[config.mk]
export PLATFORM = sky130hd
export DESIGN_NAME = mult8x8_sequencer
export DESIGN_NICKNAME = d
export VERILOG_FILES = /design/src/rtl/mult_pkg.sv /design/src/rtl/left_shifter_8_to_16.sv /design/src/rtl/mult4x4.sv /design/src/rtl/mult8x8_sequencer.sv
export SDC_FILE = /design/constraint.sdc
export NUM_CORES = 1
export LEC_CHECK = 0
export ABC_AREA = 1
export CORE_AREA = 2 2 82 84
export CTS_BUF_LIST = sky130_fd_sc_hd__clkbuf_8
export DETAILED_ROUTE_END_ITERATION = 6
export DIE_AREA = 0 0 84 86
export PLACE_DENSITY = 0.87
export SETUP_SLACK_MARGIN = 0.3
export SYNTH_ARGS = -nofsm -noshare
export SYNTH_HDL_FRONTEND = slang
export SYNTH_SLANG_ARGS = --single-unit
[constraint.sdc]
create_clock -name clk -period 9.4 [get_ports clk]
set_input_delay 0.94 -clock clk [delete_from_list [all_inputs] [get_ports clk]]
set_output_delay 0.94 -clock clk [all_outputs]
set_load 0.005 [all_outputs]
[src/rtl/mult_pkg.sv]
// rtl/mult_pkg.sv - shared encodings and widths for the sequential 8x8 multiplier
package mult_pkg;

    typedef enum logic [1:0] {
        IDLE = 2'd0,
        CALC = 2'd1,
        DONE = 2'd2
    } state_t;

    localparam logic [1:0] SH0 = 2'b00;
    localparam logic [1:0] SH4 = 2'b01;
    localparam logic [1:0] SH8 = 2'b10;

    localparam int NIB_W  = 4;
    localparam int PROD_W = 16;

    // Cross terms (steps 1 and 2) both land at nibble weight 4.
    function automatic logic [1:0] shift_for_step(input logic [1:0] count);
        case (count)
            2'd0:    return SH0;
            2'd3:    return SH8;
            default: return SH4;
        endcase
    endfunction

endpackage

[src/rtl/left_shifter_8_to_16.sv]
// rtl/left_shifter_8_to_16.sv - zero-extend an 8-bit value to 16 bits and shift left by 0, 4 or 8
import mult_pkg::*;

module left_shifter_8_to_16 (
    input  logic [7:0]        data,
    input  logic [1:0]        shift_ctrl,
    output logic [PROD_W-1:0] shifted
);

    always_comb begin
        shifted = '0;
        case (shift_ctrl)
            SH0:     shifted = {8'h00, data};
            SH4:     shifted = {4'h0, data, 4'h0};
            SH8:     shifted = {data, 8'h00};
            default: shifted = '0;
        endcase
    end

endmodule

[src/rtl/mult4x4.sv]
// rtl/mult4x4.sv - combinational 4x4 unsigned nibble multiplier
import mult_pkg::*;

module mult4x4 (
    input  logic [NIB_W-1:0]   a,
    input  logic [NIB_W-1:0]   b,
    output logic [2*NIB_W-1:0] p
);

    assign p = {{NIB_W{1'b0}}, a} * {{NIB_W{1'b0}}, b};

endmodule

[src/rtl/mult8x8_sequencer.sv]
// rtl/mult8x8_sequencer.sv - four-step nibble multiply-accumulate with start/busy/done handshake
import mult_pkg::*;

module mult8x8_sequencer #(
    parameter int unsigned ZERO_SKIP = 0
) (
    input  logic              clk,
    input  logic              rst_n,
    input  logic              start,
    input  logic [7:0]        dataa,
    input  logic [7:0]        datab,
    output logic              busy,
    output logic              done,
    output logic [PROD_W-1:0] product,
    output logic [1:0]        shift_ctrl,
    output logic [1:0]        step
);

    state_t             state;
    state_t             state_nxt;
    logic [7:0]         a_reg;
    logic [7:0]         b_reg;
    logic [1:0]         count;
    logic               skip_reg;
    logic [PROD_W-1:0]  acc;
    logic [NIB_W-1:0]   nib_a;
    logic [NIB_W-1:0]   nib_b;
    logic [2*NIB_W-1:0] nib_prod;
    logic [PROD_W-1:0]  shifted;
    logic [PROD_W:0]    sum_full;
    logic               zero_hit;

    assign zero_hit = (ZERO_SKIP != 0) && ((dataa == 8'd0) || (datab == 8'd0));

    always_comb begin
        nib_a = a_reg[3:0];
        nib_b = b_reg[3:0];
        case (count)
            2'd0: begin nib_a = a_reg[3:0]; nib_b = b_reg[3:0]; end
            2'd1: begin nib_a = a_reg[7:4]; nib_b = b_reg[3:0]; end
            2'd2: begin nib_a = a_reg[3:0]; nib_b = b_reg[7:4]; end
            default: begin nib_a = a_reg[7:4]; nib_b = b_reg[7:4]; end
        endcase
    end

    mult4x4 u_mult4x4 (
        .a (nib_a),
        .b (nib_b),
        .p (nib_prod)
    );

    left_shifter_8_to_16 u_shifter (
        .data       (nib_prod),
        .shift_ctrl (shift_ctrl),
        .shifted    (shifted)
    );

    assign sum_full   = {1'b0, acc} + {1'b0, shifted};
    assign shift_ctrl = (state == CALC) ? shift_for_step(count) : SH0;
    assign step       = (state == CALC) ? count : 2'd0;
    assign busy       = (state != IDLE);
    assign done       = (state == DONE);

    always_comb begin
        state_nxt = state;
        case (state)
            IDLE: if (start) state_nxt = CALC;
            CALC: if (skip_reg || count == 2'd3) state_nxt = DONE;
            DONE: state_nxt = IDLE;
            default: state_nxt = IDLE;
        endcase
    end

    always_ff @(posedge clk) begin
        if (!rst_n) begin
            state    <= IDLE;
            a_reg    <= '0;
            b_reg    <= '0;
            count    <= '0;
            skip_reg <= 1'b0;
            acc      <= '0;
            product  <= '0;
        end else begin
            state <= state_nxt;
            case (state)
                IDLE: begin
                    if (start) begin
                        a_reg    <= dataa;
                        b_reg    <= datab;
                        skip_reg <= zero_hit;
                        count    <= '0;
                        acc      <= '0;
                        product  <= '0;
                    end
                end
                CALC: begin
                    acc   <= sum_full[PROD_W-1:0];
                    count <= count + 2'd1;
                    // A skipped zero operand finishes after one calc cycle with a forced zero.
                    if (skip_reg) begin
                        product <= '0;
                    end else if (count == 2'd3) begin
                        product <= sum_full[PROD_W-1:0];
                    end
                end
                default: ;
            endcase
        end
    end

    // 255*255 fits in 16 bits, so the adder can never carry out.
    always_ff @(posedge clk) begin
        if (rst_n && state == CALC) begin
            assert (!sum_full[PROD_W]);
        end
    end

endmodule

# == Word level (Yosys, flattened, before mapping) ==
# Index checks and enable logic that the tools add are counted.
# Widths: inputs -> output; s select.
# word_totals
out_inout_bits,22
reg_bits,52
input_bits,19
# classes
eq_ne,9
n_mux,15
multipliers,1
n_addsub,2
reduce_logical,11
# ops
op,count
$pmux 16 s2,2
$pmux 16 s3,1
$mux 16,2
$add 16x16->16,1
$pmux 2 s2,3
$mux 2,5
$eq 2x2->1 const B,4
$mul 4x4->8,1
$mux 4,2
$eq 2x1->1 const B,3
$logic_not 2->1,3
$reduce_and 2->1,3
$ne 2x2->1 const B,2
$reduce_bool 2->1,2
$reduce_or 2->1,2
$reduce_and 3->1,1
$add 2x1->2 const B,1

# == Logic depth before layout (Yosys ltp) ==
# Gate-level depths: netlist of the first run.
# depth
ltp_word,8
mapped_depth,30
mapped_depth_nobuf,30

# == Cells and area by module ==
# A second synthesis of the first run with hierarchy kept.
# hier_totals
cells_unflattened,531
area_unflattened_um2,3530.9
# modules_own_cells
mod,seq_area_each_um2,cells_each,area_per_inst_um2,n_inst
mult8x8_sequencer,1041.0,415,2869.0,1
mult4x4,0.0,70,462.9,1
left_shifter_8_to_16,0.0,46,198.9,1

# == Worst setup path before layout of the first run ==
# OpenSTA, ideal clock, no wires.
# synth_timing
kind,register -> register
from,reg count[0]
to,reg acc[15]
t_required_ps,9268
slack_ps,4882
setup_ps,132
arrival_time_ps,4386
path_stages_with_launch,25
path_cell_list,dfxtp_1 -> inv_1 -> ha_1 -> nor2_1 -> nand2_1 -> o21ai_0 -> nand2_1 -> fa_1 -> inv_1 -> fa_1 -> inv_1 -> fa_1 -> o21ai_0 -> xor2_1 -> nand2_1 -> a21oi_1 -> ha_1 -> a21oi_1 -> nand2_1 -> nand2_1 -> nand3_1 -> a21oi_1 -> nand3_1 -> nand3_1 -> a21oi_1
# synth_via
elab_chain_len,7
elab_cells_between_ends,17
cone_classes,1 x add/sub; 1 x mul; 5 x eq/ne; 6 x mux; 4 x reduce/logical
# synth_rtl
element,line_no,source
"start, declared",mult8x8_sequencer.sv:23,logic [1:0] count;
"start signal, assigned",mult8x8_sequencer.sv:98,count <= count + 2'd1;
$eq 2x2->1 (tied with other cells),mult8x8_sequencer.sv:38,case (count)
$reduce_or 2->1 (no line) / $pmux 2 s2 (equally long branches),-,
$mux 4 / $mux 2 (equally long branches),"mult8x8_sequencer.sv:38, mult8x8_sequencer.sv:59",
$mul 4x4->8 (tied with other cells),mult4x4.sv:10,"assign p = {{NIB_W{1'b0}}, a} * {{NIB_W{1'b0}}, b};"
$pmux 16 s3 *,left_shifter_8_to_16.sv:12,case (shift_ctrl)
$add 16x16->16 *,mult8x8_sequencer.sv:58,"assign sum_full = {1'b0, acc} + {1'b0, shifted};"
$pmux 16 s2 *,mult8x8_sequencer.sv:85,case (state)
"end signal, assigned",mult8x8_sequencer.sv:97,acc <= sum_full[PROD_W-1:0];
"end, declared",mult8x8_sequencer.sv:25,logic [PROD_W-1:0] acc;
# Mark *: on every way between the ends. The rest lies on a longest branch, timed or not.
# A chain may end at the register's enable or synchronous reset.

# == Final worst setup path of the first run ==
# layout_timing
from,reg count[0]
to,reg acc[11]
# Same word-level chain as after synthesis.

==> results of run 1 <==
-- critical path, delay by kind of cell, from the launching register on --
| kind | cells | cell delay (ns) |
|---|---|---|
| XOR/XNOR | 1 | 0.21 |
| buffers and inverters | 4 | 0.30 |
| AND/OR/NAND/NOR | 8 | 1.10 |
| flip-flops | 1 | 0.40 |
| adder cells (fa/ha/maj) | 5 | 2.06 |
| AO/OA/AOI/OAI | 6 | 0.92 |
-- layout make-up --
class                           count  area, um2
Inverter                           56        210
Clock buffer                        5       68.8
Timing Repair Buffer               40        400
Clock inverter                      3       33.8
Tap cell                           77       96.3
Fill cell                         576       2410
Sequential cell                    52       1040
Multi-Input combinational cell    359       2020
-- cells in the final DEF, fill, tap and decap left out, drive strengths merged --
| cell type | count |
|---|---|
| nand3 | 28 |
| inv | 57 |
| o211ai | 1 |
| and3 | 1 |
| xor2 | 2 |
| or2 | 1 |
| nand4 | 2 |
| nand3b | 2 |
| o21bai | 4 |
| clkinv | 2 |
| nor2 | 60 |
| a21o | 3 |
| o22ai | 3 |
| nand2 | 94 |
| a31oi | 1 |
| o21ai | 47 |
| fa | 5 |
| xnor2 | 1 |
| mux2i | 1 |
| ha | 31 |
| nor3 | 5 |
| clkdlybuf4s50 | 40 |
| clkbuf | 5 |
| a21oi | 67 |
| dfxtp | 52 |
-- layer usage --
| layer | vias to the layer above | part of all wire (%) | track usage, % | wire, um |
|---|---|---|---|---|
| li1 | 1659 | - | - | - |
| met2 | 82 | 47 | 40.0 | 3840 |
| met5 | - | 0 | 0 | 0 |
| met3 | 11 | 3.9 | 2.69 | 320 |
| met1 | 1500 | 47 | 30.4 | 3830 |
| met4 | 0 | 1.5 | 7.18 | 125 |
-- stage by stage --
| step | total power [mW] | hold WS (ns) |
|---|---|---|
| 2_1_floorplan | 0.310 | 0.424 |
| 3_3_place_gp | 0.340 | 0.448 |
| 3_5_place_dp | 0.343 | 0.455 |
| 4_1_cts | 0.483 | 0.472 |
| 5_1_grt | 0.505 | 0.494 |
| 6_report | 0.483 | 0.478 |
-- kinds of logic after synthesis --
family	count (synthesis)
muxes	1
buffers and inverters	69
xor gates and xnor gates	3
and+or+nand+nor	193
AOI/OAI and AO/OA	126
adders and majority gates	36
DFF	52
-- Yosys cell counts (3+ instances only) --
library cell / count
a21o_1: 3
inv_1: 52
o21ai_1: 5
nor2_1: 56
ha_1: 31
o21ai_0: 42
a21oi_1: 66
o21bai_1: 4
fa_1: 5
clkbuf_1: 8
dfxtp_1: 52
nand2_1: 92
inv_2: 4
o22ai_1: 3
nand3_1: 28
buf_6: 4
nor3_1: 5
-- where the power goes --
| group | total (mW) | internal, mW | switching (mW) |
|---|---|---|---|
| clock network | 0.143 | 0.0563 | 0.0869 |
| registers | 0.240 | 0.233 | 0.00670 |
| logic | 0.0997 | 0.0401 | 0.0596 |
| total | 0.483 | 0.330 | 0.153 |
-- how the worst max path moves through the flow --
stage                                startpoint                   end  slack (ns)  cells past startpoint
after floorplan           count[0]$_SDFFE_PN0P_  acc[15]$_SDFFE_PN0P_        4.88                     24
after global routing      count[1]$_SDFFE_PN0P_  acc[11]$_SDFFE_PN0P_        3.74                     25
after global placement    count[0]$_SDFFE_PN0P_  acc[11]$_SDFFE_PN0P_        4.50                     24
after detailed placement  count[0]$_SDFFE_PN0P_  acc[11]$_SDFFE_PN0P_        4.34                     24
final                     count[0]$_SDFFE_PN0P_  acc[11]$_SDFFE_PN0P_        4.29                     24
after CTS                 count[1]$_SDFFE_PN0P_  acc[15]$_SDFFE_PN0P_        4.32                     25
==> flow_summary.toml, run 1 <==
[floorplan]
core-area_um2 = 6280
row_count = 29
fp.dieW_um = 84
die_h_um = 86
start_util_pct = 53.4
dieArea_um2 = 7220
io-pin-count = 41

[cts]
htree_levels = 2
cts.sinks = 52
cts_buffers = 5
clock_path_buffers = 2
path_clk_slew_ns = 0.11
cts_setup_buffers = 0
cts_tree = "yes"
insertion_delay_ns = 0.32
clock-root-buffer = "clkbuf_8"
cts_hold_buf = 0
cts_resized = 0

[placed_design]
dp_cells = 584
port_buffers = 40
placed_area_um2 = 3770
dp_worst_setup_slack_ns = 4.34
gp_congestion = 0.932
hpwlAfterDp_mm = 6.19

[timing]
finalSetupTns_ns = 0
tightestPinTransition_ns = 0.966
post-route-min-period_ns = 5.11
max_clock_freq_ghz = 0.196
max_slew_margin_pct = 35.4
fin_crit_sh_pct = 54.4
setup_ws_ns = 4.29
finClkSkew_ns = 0.0113
finalSetupViolCount = 0
rsz0062_at_grt = "no"
slew_violations = 0
hold_viol = 0

[cells_and_area]
finish.utilization_pct = 61.7
diodes = 0
layout.nets = 569
final_area_um2 = 3870
layout.cells.non_filler = 592
layout-drive-gt1-share_pct = 3.88
reg_top3 = "acc (16), product (16)"
areaGrowthSynthToFinish_pct = 15.5

[critical_path]
cp-start-kind = "flop"
cp.arrival_ns = 5.29
r2r-start = "count[0]$_SDFFE_PN0P_"
reg2reg_setup_slack_ns = 4.29
slowest_stage = "fa_1"
critPathMaxFanout = 7
crit_required_ns = 9.58
path_cells = "inv_1, ha_1, nor2_1, nand2_1, o21ai_0, nand2_1, fa_1, inv_1, fa_1, inv_1, fa_1, o21ai_0, xor2_1, inv_1, o22ai_1, ha_1, nand2_1, a21oi_1, nor2_1, nand2_1, nand3_1, nand2_1, o21ai_0, a21oi_1"
max_stage_delay_ns = 0.56
crit_top_cell = "nand2_1"
reg2reg_depth = 24
critPathKind = "flop to flop"
r2r-end = "acc[11]$_SDFFE_PN0P_"
cp-end-kind = "flop"

[synth]
synth_compound_area_share_pct = 19.7
synth_top_area_cell = "dfxtp_1"
ys_ff_latch = 52
synth_edf_count = 0
synthTopCellsByArea = "dfxtp_1 (31%), ha_1 (12%), nand2_1 (10%), a21oi_1 (9.9%), nor2_1 (6.3%)"
synthFlopType = "dfxtp_1"
synth_cells = 480
synth.top_cell.area_share_pct = 31.1
synth.area.mux_share_pct = 0.299
synthDistinctLibCells = 31
seq_area_frac_synth_pct = 31.1
synth_top_family_by_area = "simple AND/OR/NAND/NOR gates"
synth_area_per_cell_um2 = 6.98
yosysWarnings = 0
yosys.area_share.simple_pct = 24.9
synth_nets = 535
yosys.area_share.adder_pct = 14.6
async_reset_ff_share_pct = 0
syn_area_um2 = 3350
synth-xor-area-share_pct = 0.784

[hold_path]
hp-class = "flop to flop"
min_from = "a_reg[1]$_SDFFE_PN0P_"
holdPathEnd = "a_reg[1]$_SDFFE_PN0P_"
hold_depth = 2

[global_route]
grt-ovfl-total = 0
first_global_vias = 3068
grtUsageTotal_pct = 23.1
grt_max_degree = 34
grt_pass1_wl_mm = 13.8
antenna_found_initial = 0

[detailed_routing]
ant_nets = 0
drc = 0
vias_per_cell = 5.49
drt-total-wl_mm = 8.12
wl_per_cell_um = 13.7
drtPass1Iterations = 5
vias = 3252
drtIter0Drc = 193

[pwr]
vdd_ir_drop_max_mv = 0.0832
leakage_nw = 1.75
power_density_nw_per_um2 = 125

[run]
cap_violations = 0

[outcome]
status = "completed"
No activity file was read; power rests on OpenSTA's default activity.
==> inputs of run 2 (changes only) <==
==> constraint.sdc (replaced) <==
create_clock -name clk -period 5.3 [get_ports clk]
set_input_delay 0.53 -clock clk [delete_from_list [all_inputs] [get_ports clk]]
set_output_delay 0.53 -clock clk [all_outputs]
set_load 0.005 [all_outputs]
==> run 2 against run 1 <==
  * Total power is 79% higher
  * Critical path depth rose by 1
  * Cell count rose by 0.51%
  * Global-route usage rose by 0.50 points
  * Fmax is 7.4% higher
  * Count of clock-buffer cells in the layout is the same
  * Core utilization up 1.5 points
  * Flip-flop and latch count is the same
  * Sequential share of layout area down 0.59 points
  * Critical endpoint is now product[15]$_SDFFE_PN0P_
  * Highest routed layer unchanged
==> flow_summary.toml, run 2 (synthesized netlist as in run 1, its figures left out) <==
[pwr]
total_power_mw = 0.864
power_density_nw_per_um2 = 218
leakage_nw = 1.77
vdd_ir_drop_max_mv = 0.204

[floorplan]
row_count = 29
dieArea_um2 = 7220
io-pin-count = 41
core-area_um2 = 6280
start_util_pct = 53.4
die_h_um = 86
fp.dieW_um = 84

[timing]
max_slew_margin_pct = 54.1
fin_crit_sh_pct = 89.8
finalSetupViolCount = 0
finClkSkew_ns = 0.00853
tightestPinTransition_ns = 0.688
finalSetupTns_ns = 0
rsz0062_at_grt = "no"
max_clock_freq_ghz = 0.210
slew_violations = 0
hold_viol = 0
post-route-min-period_ns = 4.76

[cells_and_area]
finish.utilization_pct = 63.2
mostFrequentLayoutCell = "nand2_1"
layout.nets = 572
areaGrowthSynthToFinish_pct = 18.4
layout_common_cells = "nand2_1 (90), a21oi_1 (60), nor2_1 (54)"
diodes = 0
final_area_um2 = 3970
layout-drive-gt1-share_pct = 8.30
reg_top3 = "acc (16), product (16)"

[detailed_routing]
ant_nets = 0
drc = 0
vias = 3302
drtIter0Drc = 248
vias_per_cell = 5.55
wl_per_cell_um = 14.2
drtPass1Iterations = 5
drt-total-wl_mm = 8.45

[cts]
clock_path_buffers = 2
clock-root-buffer = "clkbuf_8"
htree_levels = 2
cts_tree = "yes"
cts_buffers = 5
cts.sinks = 52
path_clk_slew_ns = 0.10
insertion_delay_ns = 0.32
cts_hold_buf = 0

[critical_path]
reg2reg_setup_slack_ns = 0.54
critPathMaxFanout = 8
cp-start-kind = "flop"
cp-end-kind = "flop"
crit_required_ns = 5.55
r2r-start = "count[1]$_SDFFE_PN0P_"
startpoint = "count[1]$_SDFFE_PN0P_"
cp.arrival_ns = 5.01
critPathKind = "flop to flop"

[global_route]
grt_pass1_wl_mm = 14.0
met2_usage_pct = 40.5
met3_usage_pct = 3.37
first_global_vias = 3108
antenna_found_initial = 0
met1_usage_pct = 31.4
grtUsageTotal_pct = 23.6
grt_max_degree = 34
grt-busiest-layer = "met2"
grt-ovfl-total = 0

[placed_design]
port_buffers = 40
hpwlAfterDp_mm = 6.43
placed_area_um2 = 3770
gp_congestion = 0.962

[outcome]
status = "completed"

[run]
cap_violations = 0

[hold_path]
hp-class = "flop to flop"
min_from = "b_reg[0]$_SDFFE_PN0P_"
[run 2: cell types whose count changed in the layout (fill, tap and decap cells not counted), sizes merged]
cell  change
buf       +3
[run 2: where the power goes]
group          internal (mW)  total, mW  leakage, nW  switching (mW)
clock network         0.0996      0.251       0.0515           0.151
registers              0.414      0.426        0.427          0.0126
logic                 0.0767      0.187         1.29           0.111
[run 2: routing by layer]
layer  vias up  share of wire, %
met5         -                 0
met3        15               4.6
met1      1528                46
met4         0               1.3
li1       1663                 -
met2        96                48
[run 2: through the flow]
step,std cells,hold WS (ns),setup slack (ns)
6_report,595,0.474,0.539
5_1_grt,595,0.492,0.196
4_1_cts,593,0.470,0.346
3_5_place_dp,585,0.452,0.268
3_3_place_gp,585,0.446,0.491
2_1_floorplan,480,0.424,0.782
[run 2: cell type report]
cell class                      count  area (um2)
Fill cell                         580        2310
Multi-Input combinational cell    359        2090
Sequential cell                    52        1040
Timing Repair Buffer               43         423
Inverter                           56         210
Tap cell                           77        96.3
Clock buffer                        5        68.8
Clock inverter                      3        33.8
[run 2: what timing repair did]
action / CTS / global route
buffers inserted: 0 / 2
setup endpoints to repair: 2 / 20
gates resized for setup: 2 / 23
endpoints found under the hold margin: 0 / 0
pin swaps: 0 / 6
[run 2: path summary, 6_finish.rpt]
kind,cells after the start,end
setup reg to reg,25,product[15]$_SDFFE_PN0P_
hold reg to reg,2,b_reg[0]$_SDFFE_PN0P_
setup / recovery,25,product[15]$_SDFFE_PN0P_
hold / removal,2,b_reg[0]$_SDFFE_PN0P_
[run 2: critical path, cell delays in order, from the launching register on]
cell	delay, ns
dfxtp_2	0.38
inv_1	0.08
ha_1	0.21
nor2_4	0.18
nand2_1	0.08
o21ai_0	0.12
nand2_1	0.12
fa_1	0.54
inv_1	0.05
fa_1	0.56
inv_1	0.07
fa_2	0.42
o21ai_2	0.16
xor2_1	0.19
inv_1	0.09
o22ai_1	0.14
ha_1	0.31
nand2_2	0.12
a21oi_1	0.06
nor2_1	0.18
nand2_2	0.10
a21oi_2	0.19
inv_1	0.05
nand2_1	0.06
nand3_1	0.08
a21oi_1	0.15
==> inputs of run 3 (changes only) <==
--- a/config.mk
+++ b/config.mk
@@ -6,12 +6,13 @@
 export NUM_CORES = 1
 export LEC_CHECK = 0
 export ABC_AREA = 1
-export CORE_AREA = 2 2 82 84
+export CORE_AREA = 2 2 84 86
 export CTS_BUF_LIST = sky130_fd_sc_hd__clkbuf_8
 export DETAILED_ROUTE_END_ITERATION = 6
-export DIE_AREA = 0 0 84 86
-export PLACE_DENSITY = 0.87
+export DIE_AREA = 0 0 86 88
+export PLACE_DENSITY = 0.76
 export SETUP_SLACK_MARGIN = 0.3
 export SYNTH_ARGS = -nofsm -noshare
 export SYNTH_HDL_FRONTEND = slang
+export SYNTH_HIERARCHICAL = 1
 export SYNTH_SLANG_ARGS = --single-unit
==> run 3 against run 2 <==
  * Routed wire length grew 3.1%
  * Total power rose by 8.2%
  * Hold slack is essentially flat
  * Critical endpoint is now product[11]$_SDFFE_PN0P_
  * Clock skew is essentially flat
==> flow_summary.toml, run 3 <==
[outcome]
status = "completed"

[synth]
seq_area_frac_synth_pct = 29.5
synth_nets = 587
yosysWarnings = 6
synth.top_cell.area_share_pct = 29.5
synth_compound_area_share_pct = 12.4
synth_area_per_cell_um2 = 6.65
synth_edf_count = 0
synthTopCellsByArea = "dfxtp_1 (29%), nand2_1 (15%), ha_1 (11%), inv_1 (7.9%), a21oi_1 (6.9%)"
yosys.area_share.adder_pct = 14.2
syn_area_um2 = 3530
ys_ff_latch = 52
synth_top_area_cell = "dfxtp_1"
synth_cells = 531
synth.area.mux_share_pct = 2.23
synthDistinctLibCells = 31
synth_top_family_by_area = "simple AND/OR/NAND/NOR gates"
synthFlopType = "dfxtp_1"
yosys.area_share.simple_pct = 29.8
synth_most_common_cell = "nand2_1"
synth-xor-area-share_pct = 0.992
synth_commonest_cells = "nand2_1 (137), inv_1 (74), nor2_1 (60)"
async_reset_ff_share_pct = 0

[timing]
rsz0062_at_grt = "no"
hold_ws_ns = 0.474
finalSetupTns_ns = 0
max_slew_margin_pct = 32.0
post-route-min-period_ns = 4.56
finClkSkew_ns = 0.00814
max_clock_freq_ghz = 0.219
slew_violations = 0
finalSetupViolCount = 0
tightestPinTransition_ns = 1.02
hold_viol = 0
fin_crit_sh_pct = 86.1

[critical_path]
slowest_stage = "fa_1"
crit_required_ns = 5.53
critPathMaxFanout = 5
crit_family = "adder cells"
cp-start-kind = "flop"
critPathKind = "flop to flop"
path_cells = "inv_1, ha_2, nor2_4, mux2_2, nand2_1, fa_1, inv_1, fa_1, fa_1, nand3_1, nand2_1, xor2_2, nand2_1, nand2_1, ha_1, nand2_1, inv_1, a21oi_1, nand2_1, nand2_1, nand2_1, nand2_1, nand3_1, a21oi_1"
cp-end-kind = "flop"
cp.arrival_ns = 4.80
max_stage_delay_ns = 0.48
crit_top_cell = "nand2_1"
cp_num_buf_inv = 3

[cells_and_area]
layout-drive-gt1-share_pct = 6.19
areaGrowthSynthToFinish_pct = 16.8
nFillCells = 609
layout_common_cells = "nand2_1 (136), inv_1 (74), nor2_1 (58)"
reg_top3 = "acc (16), product (16)"
layout.nets = 621
diodes = 0
mostFrequentLayoutCell = "nand2_1"

[pwr]
vdd_ir_drop_max_mv = 0.200
power_density_nw_per_um2 = 227
leakage_nw = 2.10

[cts]
insertion_delay_ns = 0.31
cts_setup_buffers = 0
clock_path_buffers = 2
cts_tree = "yes"
cts_hold_buf = 0
cts_buffers = 5
cts_resized = 0
htree_levels = 2
path_clk_slew_ns = 0.09
clock-root-buffer = "clkbuf_8"
cts.sinks = 52

[floorplan]
io-pin-count = 41
start_util_pct = 53.1
fp.dieW_um = 86
die_h_um = 88
row_count = 30
core-area_um2 = 6640
dieArea_um2 = 7570

[detailed_routing]
wl_per_cell_um = 13.5
drtIter0Drc = 227
vias = 3414
drc = 0
vias_per_cell = 5.29
drtPass1Iterations = 5
ant_nets = 0
drt-total-wl_mm = 8.71

[hold_path]
hp-class = "flop to flop"

[placed_design]
gp_congestion = 0.977
port_buffers = 40
hpwlAfterDp_mm = 6.73

[global_route]
grt-ovfl-total = 0
grtUsageTotal_pct = 24.2
antenna_found_initial = 0
grt_pass1_wl_mm = 14.5
first_global_vias = 3041
grt_max_degree = 35

[run]
cap_violations = 0
## run 3: cell count changes in the layout (fill, tap and decap cells not counted), sizes merged, moves of 4 or more
| cell | change |
|---|---|
| a21oi | -18 |
| inv | +23 |
| mux2 | +7 |
| nand2 | +44 |
| nand3 | +8 |
| o21ai | -10 |
| o21bai | -4 |
## run 3: final timing paths
check / start / to / slack [ns] / depth (start not counted)
max reg2reg: count[0]$_SDFFE_PN0P_ / product[11]$_SDFFE_PN0P_ / 0.74 / 24
max: count[0]$_SDFFE_PN0P_ / product[11]$_SDFFE_PN0P_ / 0.74 / 24
min: acc[2]$_SDFFE_PN0P_ / acc[2]$_SDFFE_PN0P_ / 0.47 / 2
min reg2reg: acc[2]$_SDFFE_PN0P_ / acc[2]$_SDFFE_PN0P_ / 0.47 / 2
## run 3: cells by family after synthesis
logic type / after synthesis
buffers and inverters: 94
AND/OR/NAND/NOR: 250
AO/OA/AOI/OAI: 87
multiplexers: 7
adder cells (fa/ha/maj): 37
flip-flops: 52
XOR/XNOR: 4
## run 3: cell type report
class | instances | area (um2) | area share, %
clock buffers | 5 | 68.8 | 1.67
clock inverters | 2 | 60.1 | 1.46
inverters | 81 | 307 | 7.44
multi-input cells | 385 | 2140 | 52.0
flip-flops and latches | 52 | 1040 | 25.3
well taps | 80 | 100 | 2.43
repair buffers | 40 | 400 | 9.71
## run 3: tightest hold or removal path, cell delays in order, from the launching register on
cell     delay (ns)
dfxtp_1        0.32
nand2_1        0.06
a21oi_1        0.05
## run 3: routing by layer
layer / track usage, % / vias to the layer above / part of all wire (%)
met5: 0 / - / 0
met4: 6.35 / 0 / 1.3
met3: 3.96 / 10 / 5.3
met2: 36.8 / 100 / 43
met1: 35.7 / 1554 / 50
li1: - / 1750 / -
## run 3: power by group
part | leakage (nW) | switching (mW) | internal [mW] | total, mW
Sequential | 0.427 | 0.0150 | 0.414 | 0.429
Combinational | 1.61 | 0.109 | 0.0800 | 0.189
Clock | 0.0642 | 0.132 | 0.186 | 0.318
Total | 2.10 | 0.256 | 0.680 | 0.935
## run 3: metrics by stage
| stage | setup WS, ns | util, % | std cells | power (mW) | cell area [um2] |
|---|---|---|---|---|---|
| after floorplan | 1.01 | - | 531 | 0.556 | 3530 |
| after global placement | 0.615 | 59.5 | 638 | 0.614 | 3950 |
| after detailed placement | 0.455 | 59.5 | 638 | 0.619 | 3950 |
| after CTS | 0.421 | 61.4 | 645 | 0.935 | 4080 |
| after global routing | 0.333 | 62.1 | 645 | 0.977 | 4120 |
| final | 0.737 | 62.1 | 645 | 0.935 | 4120 |
